### src/rtl/comparator_pkg.sv
// Shared types for the sequential branch comparator: funct3 mode encoding,
// FSM state encoding and the legal-mode helper.
package comparator_pkg;

  typedef enum logic [2:0] {
    MODE_EQ  = 3'b000,
    MODE_NE  = 3'b001,
    MODE_LT  = 3'b100,
    MODE_GE  = 3'b101,
    MODE_LTU = 3'b110,
    MODE_GEU = 3'b111
  } cmp_mode_t;

  typedef enum logic [1:0] {
    ST_IDLE = 2'd0,
    ST_SCAN = 2'd1,
    ST_DONE = 2'd2
  } cmp_state_t;

  // funct3 values 010 and 011 are not branch conditions
  function automatic logic is_legal_mode(input logic [2:0] m);
    return !((m == 3'b010) || (m == 3'b011));
  endfunction

endpackage

### src/rtl/comparator_seq_if.sv
// Request/result bundle for comparator_seq: valid/ready request side plus
// a one-cycle result strobe.
interface comparator_seq_if #(parameter int N = 32);
  logic         i_valid;
  logic         ready;
  logic [N-1:0] a;
  logic [N-1:0] b;
  logic [2:0]   mode;
  logic         o_valid;
  logic         out;
  logic         err;

  modport master (output i_valid, a, b, mode, input ready, o_valid, out, err);
  modport slave  (input i_valid, a, b, mode, output ready, o_valid, out, err);
endinterface

### src/rtl/comparator_slice.sv
// Combinational W-bit slice comparator; lt is signed when is_signed is set.
module comparator_slice #(
  parameter int W = 8
) (
  input  logic [W-1:0] sa,
  input  logic [W-1:0] sb,
  input  logic         is_signed,
  output logic         eq,
  output logic         lt
);

  always_comb begin
    eq = (sa == sb);
    if (is_signed) lt = ($signed(sa) < $signed(sb));
    else           lt = (sa < sb);
  end

endmodule

### src/rtl/comparator_seq.sv
// Multi-cycle RISC-V branch comparator: scans W-bit slices MSB-first and
// stops at the first differing slice.
module comparator_seq
  import comparator_pkg::*;
#(
  parameter int N = 32,
  parameter int W = 8
) (
  input  logic              clk,
  input  logic              rst,
  comparator_seq_if.slave   bus
);

  localparam int S  = N / W;
  localparam int KW = (S > 1) ? $clog2(S) : 1;

  localparam logic [1:0] IDLE = ST_IDLE;
  localparam logic [1:0] SCAN = ST_SCAN;
  localparam logic [1:0] DONE = ST_DONE;

  logic [1:0]    state_q, state_d;
  logic [KW-1:0] k_q, k_d;
  logic [N-1:0]  a_q, a_d, b_q, b_d;
  logic [2:0]    mode_q, mode_d;
  logic          out_q, out_d, err_q, err_d;

  logic [W-1:0]  slice_a, slice_b;
  logic          slice_signed, slice_eq, slice_lt;
  logic          accept;

  assign bus.ready   = (state_q == IDLE) || (state_q == DONE);
  assign bus.o_valid = (state_q == DONE);
  assign bus.out     = out_q;
  assign bus.err     = err_q;
  assign accept      = bus.i_valid && bus.ready;

  always_comb begin
    slice_a = '0;
    slice_b = '0;
    for (int i = 0; i < S; i++) begin
      if (k_q == KW'(i)) begin
        slice_a = a_q[i*W +: W];
        slice_b = b_q[i*W +: W];
      end
    end
    // Only the top slice carries the sign, and only for the signed modes
    slice_signed = (k_q == KW'(S-1)) &&
                   ((mode_q == MODE_LT) || (mode_q == MODE_GE));
  end

  comparator_slice #(.W(W)) u_slice (
    .sa        (slice_a),
    .sb        (slice_b),
    .is_signed (slice_signed),
    .eq        (slice_eq),
    .lt        (slice_lt)
  );

  always_comb begin
    state_d = state_q;
    k_d     = k_q;
    a_d     = a_q;
    b_d     = b_q;
    mode_d  = mode_q;
    out_d   = out_q;
    err_d   = err_q;

    case (state_q)
      IDLE, DONE: begin
        if (accept) begin
          a_d     = bus.a;
          b_d     = bus.b;
          mode_d  = bus.mode;
          k_d     = KW'(S-1);
          state_d = SCAN;
        end else if (state_q == DONE) begin
          state_d = IDLE;
        end
      end
      SCAN: begin
        if (!slice_eq || (k_q == '0)) begin
          // slice_lt is already 0 when the final slices are equal
          case (mode_q)
            MODE_EQ:           out_d = slice_eq;
            MODE_NE:           out_d = !slice_eq;
            MODE_LT, MODE_LTU: out_d = slice_lt;
            MODE_GE, MODE_GEU: out_d = !slice_lt;
            default:           out_d = 1'b0;
          endcase
          err_d   = !is_legal_mode(mode_q);
          state_d = DONE;
        end else begin
          k_d = k_q - 1'b1;
        end
      end
      default: state_d = IDLE;
    endcase
  end

  always_ff @(posedge clk) begin
    if (!rst) begin
      state_q <= IDLE;
      k_q     <= KW'(S-1);
      a_q     <= '0;
      b_q     <= '0;
      mode_q  <= '0;
      out_q   <= 1'b0;
      err_q   <= 1'b0;
    end else begin
      state_q <= state_d;
      k_q     <= k_d;
      a_q     <= a_d;
      b_q     <= b_d;
      mode_q  <= mode_d;
      out_q   <= out_d;
      err_q   <= err_d;
    end
  end

endmodule

### src/flat_wrapper.sv
// flat-port wrapper written by rule: the top's interface ports become plain ports
module comparator_seq_flat import comparator_pkg::*;
#(
  parameter int N = 32,
  parameter int W = 8
)
  (clk, rst, bus_i_valid, bus_a, bus_b, bus_mode, bus_ready, bus_o_valid, bus_out, bus_err);
  comparator_seq_if #(.N(N)) bus_i ();
  input  logic clk;
  input  logic rst;
  input wire logic [$bits(bus_i.i_valid)-1:0] bus_i_valid;
  input wire logic [$bits(bus_i.a)-1:0] bus_a;
  input wire logic [$bits(bus_i.b)-1:0] bus_b;
  input wire logic [$bits(bus_i.mode)-1:0] bus_mode;
  output wire logic [$bits(bus_i.ready)-1:0] bus_ready;
  output wire logic [$bits(bus_i.o_valid)-1:0] bus_o_valid;
  output wire logic [$bits(bus_i.out)-1:0] bus_out;
  output wire logic [$bits(bus_i.err)-1:0] bus_err;
  assign bus_i.i_valid = bus_i_valid;
  assign bus_i.a = bus_a;
  assign bus_i.b = bus_b;
  assign bus_i.mode = bus_mode;
  assign bus_ready = bus_i.ready;
  assign bus_o_valid = bus_i.o_valid;
  assign bus_out = bus_i.out;
  assign bus_err = bus_i.err;
  comparator_seq #(.N(N), .W(W)) u_core (.clk(clk), .rst(rst), .bus(bus_i));
endmodule
### config.mk
export PLATFORM = sky130hd
export DESIGN_NAME = comparator_seq_flat
export DESIGN_NICKNAME = d
export VERILOG_FILES = /design/src/rtl/comparator_pkg.sv /design/src/rtl/comparator_seq_if.sv /design/src/rtl/comparator_slice.sv /design/src/rtl/comparator_seq.sv /design/src/flat_wrapper.sv
export SDC_FILE = /design/constraint.sdc
export NUM_CORES = 1
export LEC_CHECK = 0
export CAP_MARGIN = 30
export CORE_ASPECT_RATIO = 0.9
export CORE_MARGIN = 1
export CORE_UTILIZATION = 53
export CTS_BUF_LIST = sky130_fd_sc_hd__clkbuf_4
export DETAILED_ROUTE_END_ITERATION = 7
export GPL_ROUTABILITY_DRIVEN = 0
export HOLD_SLACK_MARGIN = 0.03
export PLACE_DENSITY = 0.82
export SLEW_MARGIN = 5
export SYNTH_ARGS = -nofsm -noshare
export SYNTH_HDL_FRONTEND = slang
export SYNTH_HIERARCHICAL = 1
export SYNTH_SLANG_ARGS = --single-unit
export TNS_END_PERCENT = 30
### constraint.sdc
create_clock -name clk -period 3.3 [get_ports clk]
set_input_delay 0.33 -clock clk [delete_from_list [all_inputs] [get_ports clk]]
set_output_delay 0.33 -clock clk [all_outputs]
set_load 0.02 [all_outputs]
==> results.toml <==
[sta]
max_freq_mhz = 337
fin_crit_sh = 0.900
post-route-min-period_ps = 2970
drv_slew = 0
slew_headroom = 0.483
tightestPinTransition_ps = 774
finalHoldViolCount = 0
finalSetupViolCount = 0
rsz0062_at_grt = "no"
skew_ps = 8.83
fin_setup_tns_ps = 0

[critical_path]
cp-end-kind = "flip-flop"
start_kind = "flip-flop"
ff2ff_path_depth = 13
critPathSlowestCell = "dfxtp_1"
critical_path.most_common_cell = "ha_1"
crit_path_end = "u_core/bus.out"
cp_max_fo = 9
r2r-end = "u_core/bus.out"
critical_path_class = "flip-flop to flip-flop"
critPathArrivalTime_ps = 3300
required_ps = 3630
crit_chain = "inv_1 > ha_1 > nor2b_4 > buf_4 > a221oi_1 > o31ai_1 > ha_1 > a211oi_2 > o21ai_1 > a21oi_1 > xor2_1 > a22oi_1 > a311oi_1"
setup.worst_path.start = "u_core/k_q[0]"
critical_path.max_stage_delay_ps = 360
r2r-start = "u_core/k_q[0]"
r2r_slack_ps = 330

[drt]
firstDrtPassIters = 4
drc = 0
wl_per_cell_um = 14.0
routed_wl_um = 8210
ant_nets = 0
drtIter0Drc = 136
vias = 3121
via_per_inst = 5.31

[logic_synthesis]
synth-edff-count = 0
syn_area_um2 = 3550
synth_nets = 519
ys_async_sr_fraction = 0
yosysSeqAreaShare = 0.412
ys_types = 38
synth_top_cell_area_share = 0.412
synth_top_family_by_area = "simple AND/OR/NAND/NOR gates"
yosys-top-cells-count = "nand2_1, dfxtp_1, a21oi_1"
synthFlopType = "dfxtp_1"
synth_cells = 437
muxShareOfSynthArea = 0
synth-adder-area-share = 0.0423
synth-compound-area-share = 0.226
ys_top_cells_by_area = "dfxtp_1, nand2_1, a21oi_1"
synth_most_common_cell = "nand2_1"
avgSynthCellArea_um2 = 8.12
synth-seq-cells = 73
yosysWarningCount = 6
synth_simple_gate_area_share = 0.236
synth_top_area_cell = "dfxtp_1"
synth-xor-area-share = 0.00494

[pwr]
p_leak_nw = 1.67
peakVddDrop_uv = 232
powerDensity_nw_per_um2 = 438

[grt]
grt_usage = 0.245
first_global_vias = 2980
antenna_found_initial = 0
grt_max_degree = 68
grt_overflow_total = 0
grt_pass1_wl_um = 13300

[floorplanning]
row_count = 27
initial_utilization = 0.565
die_height_um = 79.6
io_pins = 74
die_area_um2 = 7030
chipWidth_um = 88.3
core-area_um2 = 6280

[clocking]
htreeDepth = 3
numCtsBuffers = 9
cts_sinks = 73
postCtsSetupRepairBufs = 0
cts_tree = "yes"
holdBufCountCts = 0
cts_root_buf = "clkbuf_4"
clock_latency_ps = 410
cts.path.max_buffers = 2
cts_resized = 0
clkTransAtPathRegs_ps = 120

[layout]
final_cell_area_um2 = 4390
layout.nets = 578
layout.cells.non_filler = 588
n_fill_cell = 550
seqCellArea_um2 = 1460
syn2layout_area_growth_pct = 23.8
antenna_cells = 0
drive_gt1_frac = 0.102
multiInputGateArea_um2 = 1810

[placed_design]
dp_hpwl_um = 5860
placed_cell_area_um2 = 4230
io_buffer_count = 73
dp.cells = 572

[hold_path]
min-delay-path-class = "primary input to flip-flop"

[job]
cap_violations = 0

[status]
status = "finished clean"
stage by stage:
step           setup slack, ps   util  hold slack [ps]  power, W
6_report                   331  0.699              441   0.00193
5_1_grt                   85.7  0.699              442   0.00201
2_1_floorplan              632      -              406   0.00119
3_3_place_gp               522  0.673              445   0.00130
4_1_cts                    329  0.699              421   0.00193
3_5_place_dp               400  0.673              446   0.00131
layer usage:
metal | track usage | share of wire | up-vias
li1 | - | - | 1586
met1 | 0.311 | 0.46 | 1438
met2 | 0.416 | 0.48 | 83
met3 | 0.0527 | 0.050 | 14
met4 | 0.0726 | 0.014 | 0
met5 | 0 | 0 | -
registers in the layout, summed over array words and instances, names as in the netlist:
| register | flops |
|---|---|
| u_core/a_q | 32 |
| u_core/b_q | 32 |
| u_core/mode_q | 3 |
| u_core/k_q | 2 |
| u_core/state_q | 2 |
| u_core/bus.err | 1 |
| u_core/bus.out | 1 |
power by group:
part           internal, W  total [W]  switching (W)
clock network     0.000323   0.000628       0.000305
logic             0.000162   0.000324       0.000162
registers         0.000935   0.000973      0.0000384
worst min path at each step:
stage	start	to	slack, ps	cells after the start
6_report	bus_b[6]	u_core/b_q[6]	440	3
4_1_cts	bus_b[6]	u_core/b_q[6]	420	3
3_5_place_dp	u_core/b_q[11]	u_core/b_q[11]	450	2
5_1_grt	bus_a[24]	u_core/a_q[24]	440	3
2_1_floorplan	rst	u_core/k_q[1]	410	1
3_3_place_gp	u_core/b_q[21]	u_core/b_q[21]	450	2
cell usage in the layout, fill, tap and decap left out:
cell type,n
nand2_1,151
clkdlybuf4s50_1,73
dfxtp_1,73
a21oi_1,71
nor2b_1,21
ha_1,12
clkbuf_4,11
inv_1,11
a221oi_2,10
o31ai_2,10
buf_4,7
a221oi_1,6
o31ai_1,6
nor3_1,4
nor2_1,4
bufinv_16,2
nor2b_4,2
a21oi_2,2
nand2b_1,2
o21ai_1,2
o21ai_0,2
xor2_1,2
nand4_1,2
clkinv_4,1
clkinvlp_4,1
clkinv_1,1
and3b_1,1
nand2b_4,1
inv_2,1
and4bb_2,1
and2_1,1
a22oi_1,1
a311oi_1,1
nand4b_1,1
buf_12,1
a211oi_2,1
nand3b_1,1
o211ai_1,1
critical path, delay by kind of cell (launching register included):
family / cells / cell delay (ps)
buffers and inverters: 2 / 340
xor gates and xnor gates: 1 / 170
adders and majority gates: 2 / 550
and+or+nand+nor: 1 / 290
AOI/OAI and AO/OA: 7 / 1170
DFF: 1 / 360
final cells by class:
type	count	area share
Timing Repair Buffer	81	0.183
Clock inverter	5	0.0182
Clock buffer	11	0.0188
Inverter	12	0.0103
Multi-Input combinational cell	319	0.413
Tap cell	87	0.0248
Sequential cell	73	0.333
logic make-up after synthesis:
kind of cell | count (synthesis)
and+or+nand+nor | 192
AOI/OAI and AO/OA | 113
adders and majority gates | 12
DFF | 73
xor gates and xnor gates | 2
buffers and inverters | 45
Power figures use the tool's default switching activity.
